## src/rtl/id_ex_register.sv

```systemverilog
// -----------------------------------------------------------------------------
// id_ex_register
// Pipeline register between the decode (ID) and execute (EX) stages of a
// RISC-V style core. Captures decoded control and operand fields on each
// rising clock edge.
//
// Edge priority: flush > stall > load. A flush, or a load of an invalid
// decode slot, inserts a bubble: every field is cleared, so an invalid slot
// never carries RegWrite/MemRead/MemWrite/Branch into EX.
//
// Optional feature macro: ID_EX_PERF_CNT_EN
//   defined   -> 16-bit saturating stall/flush performance counters
//   undefined -> no counter flops; stall_cnt/flush_cnt tied to 16'h0000
//
// Ports
//   clk, reset            clock, asynchronous active-high reset
//   stall, flush          hold contents / replace with bubble
//   id_valid ... id_rd    decode-stage fields (ctrl = {RegWrite, MemRead,
//                         MemWrite, Branch, ALUSrc, MemtoReg})
//   ex_valid ... ex_rd    registered copies driven straight from flops
//   stall_cnt, flush_cnt  performance counters
// -----------------------------------------------------------------------------
module id_ex_register #(
    parameter int DATA_W = 32
) (
    input  logic              clk,
    input  logic              reset,
    input  logic              stall,
    input  logic              flush,
    input  logic              id_valid,
    input  logic [1:0]        id_ALUOp,
    input  logic [2:0]        id_Funct3,
    input  logic [6:0]        id_Funct7,
    input  logic [5:0]        id_ctrl,
    input  logic [DATA_W-1:0] id_rs1_data,
    input  logic [DATA_W-1:0] id_rs2_data,
    input  logic [DATA_W-1:0] id_imm,
    input  logic [DATA_W-1:0] id_pc,
    input  logic [4:0]        id_rd,
    output logic              ex_valid,
    output logic [1:0]        ex_ALUOp,
    output logic [2:0]        ex_Funct3,
    output logic [6:0]        ex_Funct7,
    output logic [5:0]        ex_ctrl,
    output logic [DATA_W-1:0] ex_rs1_data,
    output logic [DATA_W-1:0] ex_rs2_data,
    output logic [DATA_W-1:0] ex_imm,
    output logic [DATA_W-1:0] ex_pc,
    output logic [4:0]        ex_rd,
    output logic [15:0]       stall_cnt,
    output logic [15:0]       flush_cnt
);

    // The state bit itself is ex_valid, so ex_valid comes straight off a flop.
    typedef enum logic [0:0] {
        ST_BUBBLE = 1'b0,
        ST_LOADED = 1'b1
    } state_t;

    state_t             state_r,   state_s;
    logic [1:0]         alu_op_r,  alu_op_s;
    logic [2:0]         funct3_r,  funct3_s;
    logic [6:0]         funct7_r,  funct7_s;
    logic [5:0]         ctrl_r,    ctrl_s;
    logic [DATA_W-1:0]  rs1_r,     rs1_s;
    logic [DATA_W-1:0]  rs2_r,     rs2_s;
    logic [DATA_W-1:0]  imm_r,     imm_s;
    logic [DATA_W-1:0]  pc_r,      pc_s;
    logic [4:0]         rd_r,      rd_s;

    // Next-state and next-contents selection: flush > stall > load.
    always_comb begin
        state_s  = state_r;
        alu_op_s = alu_op_r;
        funct3_s = funct3_r;
        funct7_s = funct7_r;
        ctrl_s   = ctrl_r;
        rs1_s    = rs1_r;
        rs2_s    = rs2_r;
        imm_s    = imm_r;
        pc_s     = pc_r;
        rd_s     = rd_r;
        if (flush || (!stall && !id_valid)) begin
            // Bubble: squashed or invalid slot, every field cleared.
            state_s  = ST_BUBBLE;
            alu_op_s = 2'b00;
            funct3_s = 3'b000;
            funct7_s = 7'b0000000;
            ctrl_s   = 6'b000000;
            rs1_s    = {DATA_W{1'b0}};
            rs2_s    = {DATA_W{1'b0}};
            imm_s    = {DATA_W{1'b0}};
            pc_s     = {DATA_W{1'b0}};
            rd_s     = 5'd0;
        end else if (stall) begin
            // EX not ready: keep state and contents.
            state_s  = state_r;
        end else begin
            // Normal load of a real instruction.
            state_s  = ST_LOADED;
            alu_op_s = id_ALUOp;
            funct3_s = id_Funct3;
            funct7_s = id_Funct7;
            ctrl_s   = id_ctrl;
            rs1_s    = id_rs1_data;
            rs2_s    = id_rs2_data;
            imm_s    = id_imm;
            pc_s     = id_pc;
            rd_s     = id_rd;
        end
    end

    // Pipeline register with asynchronous clear to the bubble state.
    always_ff @(posedge clk or posedge reset) begin
        if (reset) begin
            state_r  <= ST_BUBBLE;
            alu_op_r <= 2'b00;
            funct3_r <= 3'b000;
            funct7_r <= 7'b0000000;
            ctrl_r   <= 6'b000000;
            rs1_r    <= {DATA_W{1'b0}};
            rs2_r    <= {DATA_W{1'b0}};
            imm_r    <= {DATA_W{1'b0}};
            pc_r     <= {DATA_W{1'b0}};
            rd_r     <= 5'd0;
        end else begin
            state_r  <= state_s;
            alu_op_r <= alu_op_s;
            funct3_r <= funct3_s;
            funct7_r <= funct7_s;
            ctrl_r   <= ctrl_s;
            rs1_r    <= rs1_s;
            rs2_r    <= rs2_s;
            imm_r    <= imm_s;
            pc_r     <= pc_s;
            rd_r     <= rd_s;
        end
    end

    assign ex_valid    = state_r;
    assign ex_ALUOp    = alu_op_r;
    assign ex_Funct3   = funct3_r;
    assign ex_Funct7   = funct7_r;
    assign ex_ctrl     = ctrl_r;
    assign ex_rs1_data = rs1_r;
    assign ex_rs2_data = rs2_r;
    assign ex_imm      = imm_r;
    assign ex_pc       = pc_r;
    assign ex_rd       = rd_r;

`ifdef ID_EX_PERF_CNT_EN
    logic [15:0] stall_cnt_r, stall_cnt_s;
    logic [15:0] flush_cnt_r, flush_cnt_s;

    // Saturating increment: sticks at all-ones instead of wrapping.
    function automatic logic [15:0] sat_inc(input logic [15:0] value);
        if (value == 16'hFFFF) begin
            return value;
        end else begin
            return value + 16'd1;
        end
    endfunction

    // Counter events are qualified by the current ex_valid: only stalls
    // holding, and flushes squashing, a real instruction are counted.
    always_comb begin
        stall_cnt_s = stall_cnt_r;
        flush_cnt_s = flush_cnt_r;
        if (stall && !flush && (state_r == ST_LOADED)) begin
            stall_cnt_s = sat_inc(stall_cnt_r);
        end else begin
            stall_cnt_s = stall_cnt_r;
        end
        if (flush && (state_r == ST_LOADED)) begin
            flush_cnt_s = sat_inc(flush_cnt_r);
        end else begin
            flush_cnt_s = flush_cnt_r;
        end
    end

    // Performance counter registers.
    always_ff @(posedge clk or posedge reset) begin
        if (reset) begin
            stall_cnt_r <= 16'h0000;
            flush_cnt_r <= 16'h0000;
        end else begin
            stall_cnt_r <= stall_cnt_s;
            flush_cnt_r <= flush_cnt_s;
        end
    end

    assign stall_cnt = stall_cnt_r;
    assign flush_cnt = flush_cnt_r;
`else
    assign stall_cnt = 16'h0000;
    assign flush_cnt = 16'h0000;
`endif

endmodule

```

## config.mk

```make
export PLATFORM = sky130hd
export DESIGN_NAME = id_ex_register
export DESIGN_NICKNAME = d
export VERILOG_FILES = /design/src/rtl/id_ex_register.sv
export SDC_FILE = /design/constraint.sdc
export NUM_CORES = 1
export LEC_CHECK = 0
export BUFFER_PORTS_ARGS = -buffer_cell sky130_fd_sc_hd__clkbuf_2
export CAP_MARGIN = 20
export CORE_MARGIN = 2
export CORE_UTILIZATION = 30
export CTS_BUF_LIST = sky130_fd_sc_hd__clkbuf_16
export DETAILED_ROUTE_END_ITERATION = 12
export GPL_TIMING_DRIVEN = 0
export PLACE_DENSITY = 0.66
export SLEW_MARGIN = 20
export SYNTH_ARGS = -nofsm -noshare
export SYNTH_HDL_FRONTEND = slang
export SYNTH_SLANG_ARGS = --single-unit
```

## constraint.sdc

```tcl
create_clock -name clk -period 6 [get_ports clk]
set_input_delay 0.9 -clock clk [delete_from_list [all_inputs] [get_ports clk]]
set_output_delay 0.9 -clock clk [all_outputs]
set_load 0.02 [all_outputs]
```

## Yosys cells after proc, flatten, opt, wreduce, memory -nomap -nowiden

Index checks and enable logic that the tools add are counted.
Widths: inputs -> output; s select.

- Bits in registers: 152
- Input port bits: 156
- Output and inout bits: 184
- Logic and storage cells: 35

- Equality and inequality tests: 1
- Multiplexer cells: 20
- Reductions and logical operators: 4

Operators by type and width:

| kind | number |
|---|---|
| $mux 32 | 8 |
| $mux 7 | 2 |
| $mux 6 | 2 |
| $mux 5 | 2 |
| $mux 3 | 2 |
| $mux 2 | 2 |
| $logic_not 1->1 | 2 |
| $mux 1 | 2 |
| $ne 2x1->1 const B | 1 |
| $logic_and 1x1->1 | 1 |
| $logic_or 1x1->1 | 1 |

## Logic depth before layout (Yosys ltp)

- Depth in word-level cells: 4
- Gate-level depth with buffers: 5
- Mapped depth without buffers: 2

## Worst setup path after synthesis

No wires, ideal clock.

- Path type: in2reg
- Start point: input port id_valid
- End point: register alu_op_r[0], in the netlist ex_ALUOp[0]
- Setup time: 122 ps
- Arrival: 1649 ps
- Required time: 5878 ps
- Path slack: 4230 ps
- Stages: 5
- Buffers on the path: 3
- Path through: buf_2 -> nor2b_4 -> buf_6 -> buf_6 -> a32o_1

- Cells in the longest elaborated chain, start to end: 4
- Elaborated cells between the ends (all ways): 5
- Classes of those cells: eq/ne (1); mux (1); reduce/logical (3)

RTL lines:

| item | RTL line | source |
|---|---|---|
| from (decl) | 30 | `input logic id_valid,` |
| $logic_not 1->1 (*) | 83 | `if (flush \|\| (!stall && !id_valid)) begin` |
| $logic_and 1x1->1 (*) | 83 |  |
| $logic_or 1x1->1 (*) | 83 |  |
| $ne 2x1->1 (no source line) or $mux 2 (tied branches) | n/a |  |
| to (signal assigned) | 128 | `alu_op_r <= alu_op_s;` |
| to (decl) | 61 | `logic [1:0] alu_op_r, alu_op_s;` |

Mark *: on every way between the ends. The rest lies on a longest branch, timed or not.
A chain may end at the register's enable or synchronous reset.

## Final worst setup path

- Start point: register rs2_r[18], in the netlist ex_rs2_data[18]
- End point: output port ex_rs2_data[18]

RTL lines:

| item | RTL line | source |
|---|---|---|
| from (decl) | 66 | `logic [DATA_W-1:0] rs2_r, rs2_s;` |
| from (signal assigned) | 122 | `rs2_r <= {DATA_W{1'b0}};` |
| from (signal assigned) | 133 | `rs2_r <= rs2_s;` |
| to (decl) | 46 | `output logic [DATA_W-1:0] ex_rs2_data,` |

No word-level cell between the ends.

==> qor.yml <==
finish:
  layout-drive-gt1-share_pct: 44.5
  multi_input_area_mm2: 0.00215
  n_antenna_cell: 0
  seqCellArea_mm2: 0.00380
  final_cell_area_mm2: 0.00901
  nNetsFinal: 1067
  num-fill-cells: 2064
  fin_util_pct: 42.8
  area_growth_pct: 39.8
global_route:
  first_global_vias: 5588
  antenna_found_initial: 1
  grt_pass1_wl_um: 30600
  grt_max_degree: 88
  groute.usage.overall_pct: 17.6
  overflow: 0
sta:
  max_slew_margin_pct: 62.3
  finalCritPeriodShare_pct: 31.8
  worst_pin_slew_ns: 0.565
  whs_ns: 0.490
  slew_violations: 0
  setup_viol: 0
  fin_skew_ns: 0
  rsz0062_at_grt: "no"
  fin_ws_ns: 4.09
  fmax_mhz: 525
  hold_violations: 0
  fin_crit_ns: 1.91
logic_synthesis:
  synthFlopType: "dfrtp_1"
  yosys.area_share.adder_pct: 0
  yosysTopAreaCell: "dfrtp_1"
  synthSimpleGateAreaFrac_pct: 13.8
  synth.area.top_cells: "dfrtp_1 59%, a32o_1 11%, nand3b_1 9.0%"
  synthTopCellsByCount: "152 x dfrtp_1, 77 x a21oi_1, 77 x nand2_1, 77 x nand3b_1, 74 x a32o_1"
  synth_area_mm2: 0.00644
  ys_warn_count: 0
  synth_edf_count: 0
  async_flop_share_pct: 100
  seq_area_frac_synth_pct: 59.0
  ys_ff_latch: 152
  synth_top_family_by_area: "compound AO/OA/AOI/OAI gates"
  synthCells: 555
  synth_xor_area_share_pct: 0
  synth_compound_gate_area_share_pct: 17.5
  ys_types: 17
  yosysTopAreaCellShare_pct: 59.0
  muxShareOfSynthArea_pct: 0.155
  avgSynthCellArea_um2: 11.6
  synth_most_common_cell: "dfrtp_1"
job:
  maxCapViolCount: 0
floorplan:
  die_y_um: 151
  die_w_um: 151
  io_pins: 340
  coreArea_mm2: 0.0210
  die-area_mm2: 0.0227
  initial_core_util_pct: 30.6
  rows: 53
place:
  gp_congestion: 0.809
  post-dp-hpwl_um: 15100
  post_dp_cell_area_mm2: 0.00846
  io_buffers: 305
  post-place-ws_ns: 3.83
cts:
  postCtsSetupBuffers: 0
  cts_root_buf: "clkbuf_16"
  cts_made_buffers: 17
  h-tree-depth: 4
  cts_tree: "yes"
  cts_sinks: 152
  path_clk_slew_ns: 0.07
  clk_latency_ns: 0.41
  clockBufferDepth: 2
  postCtsHoldBufs: 0
  cts_resized: 0
critical_path:
  startpoint_type: "register"
  path_delay_family: "flip-flops"
  cp-end-kind: "output port"
  critPathBufInv: 1
  cp_cell_sequence: "clkbuf_2"
  cp_slowest_cell: "dfrtp_1"
  crit_path_max_fanout: 2
  cp.arrival_ns: 1.01
  startpoint: "ex_rs2_data[18]"
  rr_startpoint: "ex_pc[20]"
  max_stage_delay_ns: 0.39
  critPathRequiredTime_ns: 5.10
  setup.worst_path.class: "reg2out"
min_path:
  min_path_type: "reg2reg"
  worstHoldStart: "ex_rd[1]"
pwr:
  max-vdd-ir-drop_v: 0.000164
  p_leak_uw: 0.00460
  p_switching_uw: 696
  total_power_uw: 2430
  intPower_uw: 1730
  power_density_mw_per_mm2: 269
  sw_frac_of_total_pct: 28.7
  pwr-share-clk_pct: 41.5
  power_frac_seq_pct: 44.7
  combPwrFrac_pct: 13.8
status:
  status: "completed"
route:
  dr_total_vias: 5704
  viasPerCell: 4.76
  wl_per_cell_um: 16.9
  drt_wl_total_um: 20300
  drt_iter0_drc: 221
  drtPass1Iterations: 5
  drc: 0
  ant_nets: 0
## cell families after synthesis
group | count (synthesis)
AND/OR/NAND/NOR | 157
buffers and inverters | 93
other | 1
AO/OA/AOI/OAI | 151
multiplexers | 1
flip-flops | 152
## final cells by class
class / count / share of cell area, %
flip-flops and latches: 152 / 42.2
plain buffers: 91 / 6.67
clock buffers: 17 / 4.72
well taps: 275 / 3.82
clock inverters: 15 / 1.31
multi-input cells: 341 / 23.8
repair buffers: 306 / 17.3
inverters: 2 / 0.167
## layout by cell type, fill, tap and decap left out, types with 2 or more instances in the layout
| master | Yosys | layout |
|---|---|---|
| clkbuf_2 | 0 | 305 |
| dfrtp_1 | 152 | 152 |
| nand2_1 | 77 | 77 |
| nand3b_1 | 77 | 77 |
| a21oi_1 | 77 | 77 |
| a32o_1 | 74 | 74 |
| buf_4 | 35 | 35 |
| conb_1 | 1 | 32 |
| buf_2 | 24 | 24 |
| clkbuf_1 | 17 | 17 |
| clkbuf_16 | 0 | 17 |
| buf_6 | 13 | 13 |
| inv_6 | 0 | 5 |
| clkinv_4 | 0 | 4 |
| buf_1 | 2 | 2 |
| inv_8 | 0 | 2 |
| clkinv_1 | 0 | 2 |
| clkinvlp_4 | 0 | 2 |
## routing by layer
| layer | part of all wire [%] | up-vias | GRT usage, % |
|---|---|---|---|
| met1 | 41 | 2766 | 21.5 |
| met2 | 48 | 255 | 29.1 |
| met5 | 0.064 | - | 0 |
| li1 | - | 2667 | - |
| met3 | 10 | 14 | 6.85 |
| met4 | 1.0 | 2 | 4.43 |
## stage by stage
stage	cells	TNS, ns
after floorplan	586	0
after detailed placement	1167	0
after global placement	1166	-152.09
final	1199	0
after CTS	1199	0
after global routing	1199	0
## sequential cells by signal (all words and copies together), names as in the netlist
signal       flops
ex_rs2_data     32
ex_valid         1
ex_rd            5
ex_imm          32
ex_pc           32
ex_Funct3        3
ex_ctrl          6
ex_Funct7        7
ex_rs1_data     32
ex_ALUOp         2
## worst paths after layout
| kind | to | slack [ns] | depth (start not counted) |
|---|---|---|---|
| min | ex_rd[1] | 0.49 | 1 |
| min reg2reg | ex_rd[1] | 0.49 | 1 |
| min in group asynchronous | ex_pc[30] | 0.52 | 2 |
| max in group asynchronous | ex_rs2_data[3] | 4.65 | 3 |
| max reg2reg | ex_pc[20] | 5.25 | 1 |
| max | ex_rs2_data[18] | 4.09 | 1 |
## power by group through the flow
stage	logic [uW]	clock network, uW	registers (uW)
2_1_floorplan	154	0	1150
3_3_place_gp	336	0	1100
3_5_place_dp	340	0	1100
4_1_cts	340	1040	1080
5_1_grt	369	1080	1090
6_report	336	1010	1080
Power figures use the tool's default switching activity.
